<file path="src/rtl/uart_pkg.sv">
// Shared UART definitions: receiver state encoding, data width and the
// default bit period (100 MHz / 115200) used by both transmit and receive sides.
package uart_pkg;

  localparam int unsigned UART_DATA_BITS    = 8;
  localparam int unsigned UART_CLKS_PER_BIT = 868;

  typedef enum logic [2:0] {
    IDLE,
    START,
    DATA,
    PARITY,
    STOP,
    BREAK
  } rx_state_t;

endpackage

</file>
<file path="src/rtl/uart_sync2.sv">
// Two-flop synchronizer for a single asynchronous input; both flops reset to
// RESET_VAL so the synchronized value is well defined out of reset.
module uart_sync2 #(
  parameter logic RESET_VAL = 1'b1
) (
  input  logic clk,
  input  logic rst_n,
  input  logic d,
  output logic q
);

  logic meta_q;
  logic sync_q;

  always_ff @(posedge clk or negedge rst_n) begin
    if (!rst_n) begin
      meta_q <= RESET_VAL;
      sync_q <= RESET_VAL;
    end else begin
      meta_q <= d;
      sync_q <= meta_q;
    end
  end

  assign q = sync_q;

endmodule

</file>
<file path="src/rtl/uart_rx.sv">
// UART receiver: mid-bit sampling, 8N1 deframing (8E1 with UART_RX_PARITY_EN),
// one-entry valid/ready output buffer with framing/overrun/parity error pulses.
module uart_rx
  import uart_pkg::*;
#(
  parameter int unsigned CLKS_PER_BIT = UART_CLKS_PER_BIT
) (
  input  logic       CLK,
  input  logic       RST_N,
  input  logic       line_in,
  output logic       rd_valid,
  output logic [7:0] rd_data,
  input  logic       rd_ready,
  output logic       framing_err,
`ifdef UART_RX_PARITY_EN
  output logic       parity_err,
`endif
  output logic       overrun
);

  localparam int unsigned       CNT_W    = $clog2(CLKS_PER_BIT);
  localparam logic [CNT_W-1:0]  CNT_HALF = CNT_W'(CLKS_PER_BIT / 2);
  localparam logic [CNT_W-1:0]  CNT_LAST = CNT_W'(CLKS_PER_BIT - 1);
  localparam logic [2:0]        LAST_BIT = 3'(UART_DATA_BITS - 1);

  logic rx;

  uart_sync2 #(.RESET_VAL(1'b1)) u_sync (
    .clk   (CLK),
    .rst_n (RST_N),
    .d     (line_in),
    .q     (rx)
  );

  rx_state_t                 state_q, state_d;
  logic [CNT_W-1:0]          cnt_q, cnt_d;
  logic [2:0]                bit_idx_q, bit_idx_d;
  logic [UART_DATA_BITS-1:0] shreg_q, shreg_d;
  logic                      rd_valid_q, rd_valid_d;
  logic [7:0]                rd_data_q, rd_data_d;
  logic                      framing_err_q, framing_err_d;
  logic                      overrun_q, overrun_d;
  logic                      complete;
  logic                      load;
`ifdef UART_RX_PARITY_EN
  logic                      parity_bad_q, parity_bad_d;
  logic                      parity_err_q, parity_err_d;
`endif

  always_ff @(posedge CLK or negedge RST_N) begin
    if (!RST_N) begin
      state_q       <= IDLE;
      cnt_q         <= '0;
      bit_idx_q     <= '0;
      shreg_q       <= '0;
      rd_valid_q    <= 1'b0;
      rd_data_q     <= '0;
      framing_err_q <= 1'b0;
      overrun_q     <= 1'b0;
`ifdef UART_RX_PARITY_EN
      parity_bad_q  <= 1'b0;
      parity_err_q  <= 1'b0;
`endif
    end else begin
      state_q       <= state_d;
      cnt_q         <= cnt_d;
      bit_idx_q     <= bit_idx_d;
      shreg_q       <= shreg_d;
      rd_valid_q    <= rd_valid_d;
      rd_data_q     <= rd_data_d;
      framing_err_q <= framing_err_d;
      overrun_q     <= overrun_d;
`ifdef UART_RX_PARITY_EN
      parity_bad_q  <= parity_bad_d;
      parity_err_q  <= parity_err_d;
`endif
    end
  end

  always_comb begin
    state_d       = state_q;
    cnt_d         = cnt_q;
    bit_idx_d     = bit_idx_q;
    shreg_d       = shreg_q;
    framing_err_d = 1'b0;
    complete      = 1'b0;
`ifdef UART_RX_PARITY_EN
    parity_bad_d  = parity_bad_q;
    parity_err_d  = 1'b0;
`endif

    unique case (state_q)
      IDLE: begin
        cnt_d = '0;
        if (!rx) state_d = START;
      end
      START: begin
        if (cnt_q == CNT_HALF) begin
          cnt_d     = '0;
          bit_idx_d = '0;
          state_d   = rx ? IDLE : DATA;
        end else begin
          cnt_d = cnt_q + CNT_W'(1);
        end
      end
      DATA: begin
        if (cnt_q == CNT_LAST) begin
          cnt_d     = '0;
          shreg_d   = {rx, shreg_q[UART_DATA_BITS-1:1]};
          bit_idx_d = bit_idx_q + 3'd1;
          if (bit_idx_q == LAST_BIT) begin
`ifdef UART_RX_PARITY_EN
            state_d = PARITY;
`else
            state_d = STOP;
`endif
          end
        end else begin
          cnt_d = cnt_q + CNT_W'(1);
        end
      end
`ifdef UART_RX_PARITY_EN
      PARITY: begin
        if (cnt_q == CNT_LAST) begin
          cnt_d        = '0;
          parity_bad_d = rx ^ (^shreg_q);
          state_d      = STOP;
        end else begin
          cnt_d = cnt_q + CNT_W'(1);
        end
      end
`endif
      STOP: begin
        // Leaving at mid-stop gives half a bit of slack to catch the next start edge.
        if (cnt_q == CNT_LAST) begin
          cnt_d = '0;
          if (rx) begin
            state_d = IDLE;
`ifdef UART_RX_PARITY_EN
            parity_bad_d = 1'b0;
            if (parity_bad_q) parity_err_d = 1'b1;
            else              complete     = 1'b1;
`else
            complete = 1'b1;
`endif
          end else begin
            framing_err_d = 1'b1;
            state_d       = BREAK;
`ifdef UART_RX_PARITY_EN
            parity_bad_d  = 1'b0;
`endif
          end
        end else begin
          cnt_d = cnt_q + CNT_W'(1);
        end
      end
      BREAK: begin
        if (rx) state_d = IDLE;
      end
      default: state_d = IDLE;
    endcase

    // A drain in the same cycle frees the buffer for the completing byte.
    load       = complete && (!rd_valid_q || rd_ready);
    overrun_d  = complete && rd_valid_q && !rd_ready;
    rd_data_d  = load ? shreg_q : rd_data_q;
    rd_valid_d = load || (rd_valid_q && !rd_ready);
  end

  assign rd_valid    = rd_valid_q;
  assign rd_data     = rd_data_q;
  assign framing_err = framing_err_q;
  assign overrun     = overrun_q;
`ifdef UART_RX_PARITY_EN
  assign parity_err  = parity_err_q;
`endif

endmodule
</file>
<file path="config.mk">
export PLATFORM = sky130hd
export DESIGN_NAME = uart_rx
export DESIGN_NICKNAME = d
export VERILOG_FILES = /design/src/rtl/uart_pkg.sv /design/src/rtl/uart_sync2.sv /design/src/rtl/uart_rx.sv
export SDC_FILE = /design/constraint.sdc
export NUM_CORES = 1
export LEC_CHECK = 0
export ABC_CLOCK_PERIOD_IN_PS = 1750
export BUFFER_PORTS_ARGS = -buffer_cell sky130_fd_sc_hd__buf_4
export CAP_MARGIN = 5
export CORE_UTILIZATION = 50
export CTS_BUF_LIST = sky130_fd_sc_hd__clkbuf_8
export CTS_CLUSTER_SIZE = 12
export DETAILED_ROUTE_END_ITERATION = 10
export GPL_ROUTABILITY_DRIVEN = 0
export PLACE_DENSITY = 0.71
export SETUP_SLACK_MARGIN = 0.1
export SLEW_MARGIN = 5
export SYNTH_ARGS = -nofsm -noshare
export SYNTH_HDL_FRONTEND = slang
export SYNTH_SLANG_ARGS = --single-unit
</file>
<file path="constraint.sdc">
create_clock -name CLK -period 1.75 [get_ports CLK]
set_input_delay 0.35 -clock CLK [delete_from_list [all_inputs] [get_ports CLK]]
set_output_delay 0.35 -clock CLK [all_outputs]
set_load 0.02 [all_outputs]
</file>
==> run metrics, run 1 <==
Mapped Cells=157; # port buffers=14; final setup vio count=28; flop and latch count out of synthesis=37; Final Util=72.0%; share of async-settable or async-resettable flops after synthesis=100%; skew final=0.00719 ns; CP max-delay cell=or4_4; worst min path class=input port to asynchronous set/reset pin; Hold WS=-0.000496 ns; Inserted Diodes=0; Synth area leaders=dfrtp_1, mux2_2, nand2_1; Final nets=212; Distinct cells, synth=42; Total Wirelength=4.35 mm; # IOs=15; commonest register cell after synthesis=dfrtp_1; failing checks=hold timing, setup timing; minimum clock period=1.95 ns; crit path cell chain=inv_1 -> ha_2 -> and4bb_1 -> nand4_1 -> a32oi_2 -> buf_6 -> or4_4 -> o211ai_1; die extent in x=61.8 µm; CP Data Required Time=1.96 ns; initial antenna violation count=0; YS warnings=0; syn_nets=165; Pwr Total=1.78 mW; Peak VDD IR=702 µV; Final WS setup=-0.204 ns; worst slew pin tran=0.454 ns; GRT Resource Usage Total=24.6%; Lkg Pwr=1.21 nW; top-count cell post-synth=dfrtp_1; initial drt markers=69; number of synthesized flops with an enable pin=0; Max Cap Viol=0; power per cell area=728 mW/mm²; final slew viol count=0; Critical Path End Type=register; worst reg2reg setup slack=-0.20 ns; share of cells above drive strength 1=48.3%; worst skew pair latency=0.30 ns; DRT Pass-1 Iters=4; first-pass GRT wire length=6.61 mm; Worst-path clk slew=0.08 ns; Mapped Avg Cell Area=11.4 µm²; max_slew headroom=69.8%; vias per inst=5.60; fin crit share=112%; largest net degree at the start of global routing=38; die area=0.00382 mm²; leading area contributor after synthesis=dfrtp_1; CTS tree=yes; die height=61.8 µm; status=finished, violations left; mean routed wirelength per cell=17.3 µm; Cell Rows=21; GRT overflow=0; Synth Cell Area=0.00179 mm²; Arr. time, crit path=2.17 ns; Post-CTS Hold Buffers=0; Max clock buf depth=2; RSZ-0062 raised after global routing=yes; top-area cell type share of the netlist area=48.9%; sequential share of the synthesized area=51.9%; vias in the first global route=1447; Initial Util=52.8%; Crit Path Category=register to register; f_max=0.512 GHz; CP max FO=6; final hold vios=1; core area=0.00339 mm²; CTS Sinks=37; DRC violation count after routing=0; Post-synth top cells=dfrtp_1, nand2_1, mux2_2; Detailed Place HPWL=2.59 mm; CTS buffer count=5; Routed Antenna Nets=0; CTS root buffer=clkbuf_8; CP max stage delay=0.50 ns; CP startpoint kind=register; P&R area growth vs syn=36.3%; Clock H-tree levels=2; Via Count=1405
layer usage:
metal / track usage, % / vias to the layer above / wire length (µm)
li1: - / 657 / -
met1: 27.5 / 681 / 1800
met2: 41.5 / 50 / 2190
met3: 6.83 / 17 / 222
met4: 15.9 / 0 / 148
met5: 0 / - / 0
worst max-delay path, delay by kind of cell (launching register included):
| kind | cells | cell delay [ns] |
|---|---|---|
| and+or+nand+nor | 3 | 0.83 |
| DFF | 1 | 0.37 |
| AOI/OAI and AO/OA | 2 | 0.27 |
| buffers and inverters | 2 | 0.24 |
| adders and majority gates | 1 | 0.17 |
path summary, 6_finish.rpt:
path | from | endpoint | cells past startpoint
max in group asynchronous | RST_N | u_sync.meta_q | 1
min | RST_N | rd_valid | 1
min in group CLK | line_in | u_sync.meta_q | 1
min reg2reg | u_sync.meta_q | u_sync.q | 0
max | cnt_q[0] | cnt_q[9] | 8
max reg2reg | cnt_q[0] | cnt_q[9] | 8
logic make-up (layout without fill, tap and decap cells):
logic type / Yosys count / in the layout / synth area share, %
simple gates: 59 / 60 / 18.7
flops: 37 / 37 / 51.9
buf+inv: 10 / 57 / 4.82
xor+xnor: 3 / 3 / 1.47
mux: 16 / 16 / 10.1
fa+ha+maj: 4 / 4 / 2.80
compound gates: 28 / 28 / 10.3
cell usage in the layout (no fill, tap or decap), types with 5 or more instances in the layout:
cell type | Yosys | layout
nor2_1 | 7 | 7
nand2_1 | 19 | 18
dfrtp_1 | 35 | 35
o21ai_1 | 0 | 6
clkbuf_8 | 2 | 5
mux2_2 | 16 | 9
buf_6 | 0 | 5
mux2_4 | 0 | 7
buf_4 | 3 | 40
area by class of cell:
| class | instances | area, µm² |
|---|---|---|
| Clock buffer | 5 | 68.8 |
| Clock inverter | 3 | 68.8 |
| Fill cell | 213 | 948 |
| Inverter | 3 | 11.3 |
| Multi-Input combinational cell | 111 | 945 |
| Sequential cell | 37 | 928 |
| Tap cell | 46 | 57.6 |
| Timing Repair Buffer | 46 | 362 |
state kept, by name (all words and copies together) (netlist names):
name,cells
cnt_q,10
rd_data,8
shreg_q,8
bit_idx_q,3
state_q,3
framing_err,1
overrun,1
rd_valid,1
u_sync.meta_q,1
u_sync.q,1
metrics by stage:
stage / worst slack [ns] / area, µm² / hold WS (ns) / setup TNS [ns] / std cells
after global routing: -0.272 / 2440 / 0.0300 / -4.69 / 251
after detailed placement: -0.189 / 2070 / 0.333 / -2.23 / 235
after CTS: -0.174 / 2400 / 0.0121 / -0.787 / 250
final: -0.204 / 2440 / -0.000496 / -1.91 / 251
after floorplan: -0.0106 / 1800 / 0.0544 / -0.0208 / 157
after global placement: -0.104 / 2070 / 0.327 / -0.795 / 235
where the power goes:
part           internal [mW]  switching [mW]
registers              0.859         0.00407
logic                0.00483          0.0163
clock network          0.573           0.319
total                   1.44           0.339
repair_timing:
| item | 4_1_cts | 5_1_grt |
|---|---|---|
| resized for setup | 34 | 12 |
| cloned | 1 | 1 |
| setup endpoints to repair | 33 | 35 |
| pin swaps | 17 | 13 |
| setup buffers | 8 | 0 |
No activity file was read; power rests on OpenSTA's default activity.
==> run 2, diff against run 1 <==
--- a/config.mk
+++ b/config.mk
@@ -6,14 +6,13 @@
 export NUM_CORES = 1
 export LEC_CHECK = 0
 export ABC_CLOCK_PERIOD_IN_PS = 1750
-export BUFFER_PORTS_ARGS = -buffer_cell sky130_fd_sc_hd__buf_4
 export CAP_MARGIN = 5
-export CORE_UTILIZATION = 50
+export CORE_UTILIZATION = 45
 export CTS_BUF_LIST = sky130_fd_sc_hd__clkbuf_8
 export CTS_CLUSTER_SIZE = 12
 export DETAILED_ROUTE_END_ITERATION = 10
+export DONT_BUFFER_PORTS = 1
 export GPL_ROUTABILITY_DRIVEN = 0
-export PLACE_DENSITY = 0.71
 export SETUP_SLACK_MARGIN = 0.1
 export SLEW_MARGIN = 5
 export SYNTH_ARGS = -nofsm -noshare
==> run 2 against run 1 <==
  * The run ends with setup timing left
  * Clock skew fell by 0.0046 ns
  * Non-clock buffer count decreased by 8
  * Sequential cell count is the same
  * Hold slack better by 0.051 ns
  * Wire length is 14% lower
  * First-iteration DRC count is 4.3% higher
  * Register-to-register slack improved by 0.09 ns
  * Global-route usage decreased by 3.9 points
  * Critical path type unchanged
  * Largest cell class is now flip-flops and latches
  * Highest routed layer unchanged
==> run metrics, run 2 (synthesized netlist as in run 1, its figures left out) <==
vias per inst=5.45 (was 5.60); P&R area growth vs syn=29.9% (was 36.3%); CTS Sinks=37 (unchanged); worst min path class=input port to register (was input port to asynchronous set/reset pin); area of the multi-input gates=892 µm² (was 945 µm²); Worst-path clk slew=0.07 ns (was 0.08 ns); core area=0.00374 mm² (was 0.00339 mm²); max FFs per register=10 (unchanged); Max clock buf depth=2 (unchanged); final slew viol count=0 (unchanged); crit path cell chain=inv_2 -> ha_2 -> and4bb_1 -> nand4_1 -> a32oi_1 -> buf_4 -> or4_1 -> o211ai_1 (was inv_1 -> ha_2 -> and4bb_1 -> nand4_1 -> a32oi_2 -> buf_6 -> or4_4 -> o211ai_1); Seq. cell area=928 µm² (unchanged); most common cell after layout, fill and taps aside=dfrtp_1 (was buf_4); skew final=0.00257 ns (was 0.00719 ns); DRT Pass-1 Iters=4 (unchanged); Final WS setup=-0.117 ns (was -0.204 ns); CTS tree=yes (unchanged); die extent in x=65.1 µm (was 61.8 µm); GRT Resource Usage Total=20.7% (was 24.6%); Routed Antenna Nets=0 (unchanged); DRC violation count after routing=0 (unchanged); Final nets=203 (was 212); Arr. time, crit path=2.08 ns (was 2.17 ns); vias in the first global route=1379 (was 1447); Via Count=1330 (was 1405); # IOs=15 (unchanged); f_max=0.536 GHz (was 0.512 GHz); worst slew pin tran=0.539 ns (was 0.454 ns); share of cells above drive strength 1=44.4% (was 48.3%); Inserted Diodes=0 (unchanged); final setup vio count=25 (was 28); initial drt markers=72 (was 69); DP Cell Count=225 (was 235); die height=65.1 µm (was 61.8 µm); Crit Path Category=register to register (unchanged); Initial Util=47.8% (was 52.8%); CTS root buffer=clkbuf_8 (unchanged); power per cell area=690 mW/mm² (was 728 mW/mm²); status=finished, violations left (unchanged); Hold WS=0.0502 ns (was -0.000496 ns); initial antenna violation count=0 (unchanged); first-pass GRT wire length=6.33 mm (was 6.61 mm); Critical Path End Type=register (unchanged); fin crit share=107% (was 112%); most frequent cells in the layout=dfrtp_1, buf_4, nand2_1 (was buf_4, dfrtp_1, nand2_1); Total Wirelength=3.74 mm (was 4.35 mm); Largest delay share family, worst path=simple AND/OR/NAND/NOR gates (unchanged); CP startpoint kind=register (unchanged); max_slew headroom=64.1% (was 69.8%); RSZ-0062 raised after global routing=yes (unchanged); minimum clock period=1.87 ns (was 1.95 ns); Crit path buffers/inverters=2 (unchanged); CP max-delay cell=or4_1 (was or4_4); # port buffers=0 (was 14); Detailed Place HPWL=2.55 mm (was 2.59 mm); CP max stage delay=0.50 ns (about the same); CP Data Required Time=1.96 ns (about the same); die area=0.00423 mm² (was 0.00382 mm²); GRT overflow=0 (unchanged); Peak VDD IR=575 µV (was 702 µV); mean routed wirelength per cell=15.3 µm (was 17.3 µm); Clock H-tree levels=2 (unchanged); failing checks=setup timing (was hold timing, setup timing); CTS buffer count=5 (unchanged); Biggest register=cnt_q (unchanged); Max Cap Viol=0 (unchanged); worst skew pair latency=0.29 ns (was 0.30 ns); CP max FO=7 (was 6); Finished Layout Cells=244 (was 251); final hold vios=0 (was 1); largest net degree at the start of global routing=38 (unchanged); Cell Rows=22 (was 21); Fill cells=320 (was 213); Lkg Pwr=1.12 nW (was 1.21 nW)
[run 2: cell types whose count changed in the layout (fill, tap and decap cells not counted), sizes merged]
cell	change
buf	-9
dlygate4sd3	+1
clkinv	+1
nand2b	-1
bufinv	-1
[run 2: layout make-up]
| class | count | share of cell area (%) |
|---|---|---|
| Inverter | 3 | 0.484 |
| Clock buffer | 5 | 2.96 |
| Clock inverter | 3 | 1.83 |
| Tap cell | 48 | 2.58 |
| Multi-Input combinational cell | 110 | 38.4 |
| Sequential cell | 37 | 39.9 |
| Timing Repair Buffer | 38 | 13.9 |
[run 2: repair_timing]
action	CTS	global route
setup buffers	9	1
endpoints found under the setup margin	33	35
hold buffers	2	0
gates resized for setup	22	12
cloned	0	0
endpoints found under the hold margin	37	0
pin swaps	14	11
[run 2: where the power goes]
group	internal, mW	switching (mW)
Combinational	0.00683	0.0167
Clock	0.421	0.298
Sequential	0.859	0.00337
Total	1.29	0.318
[run 2: final timing paths]
kind | start | end | slack (ns) | cells after the start
max in group asynchronous | RST_N | u_sync.meta_q | 0.98 | 2
min in group asynchronous | RST_N | cnt_q[9] | 0.51 | 2
worst max register to register | cnt_q[0] | cnt_q[9] | -0.12 | 8
worst min-delay path | line_in | u_sync.meta_q | 0.05 | 0
worst min register to register | u_sync.meta_q | u_sync.q | 0.36 | 0
worst max-delay path | cnt_q[0] | cnt_q[9] | -0.12 | 8
[run 2: worst reg2reg max path: cells and delay by family (launching register included)]
kind                       cells  cell delay, ns
buffers and inverters          2            0.23
adders and majority gates      1            0.16
AOI/OAI and AO/OA              2            0.20
DFF                            1            0.39
and+or+nand+nor                3            0.81
[run 2: metal layers]
metal  part of all wire [%]  global-route usage (%)  up-vias
met5                      0                       0        -
met4                    2.4                    10.3        0
met3                    3.6                    5.63        9
met2                     52                    35.0       25
met1                     42                    24.0      659
li1                       -                       -      637
[run 2: through the flow]
stage / setup TNS [ns] / area (µm²) / utilization [%] / total power [mW] / setup WS, ns
after floorplan: -0.0208 / 1800 / - / 0.879 / -0.0106
after global placement: -1.11 / 1980 / 53.0 / 0.879 / -0.121
after detailed placement: -2.63 / 1980 / 53.0 / 0.880 / -0.194
after CTS: -0.860 / 2290 / 61.1 / 1.64 / -0.101
after global routing: -4.55 / 2330 / 62.1 / 1.66 / -0.225
final: -1.62 / 2330 / 62.1 / 1.61 / -0.117
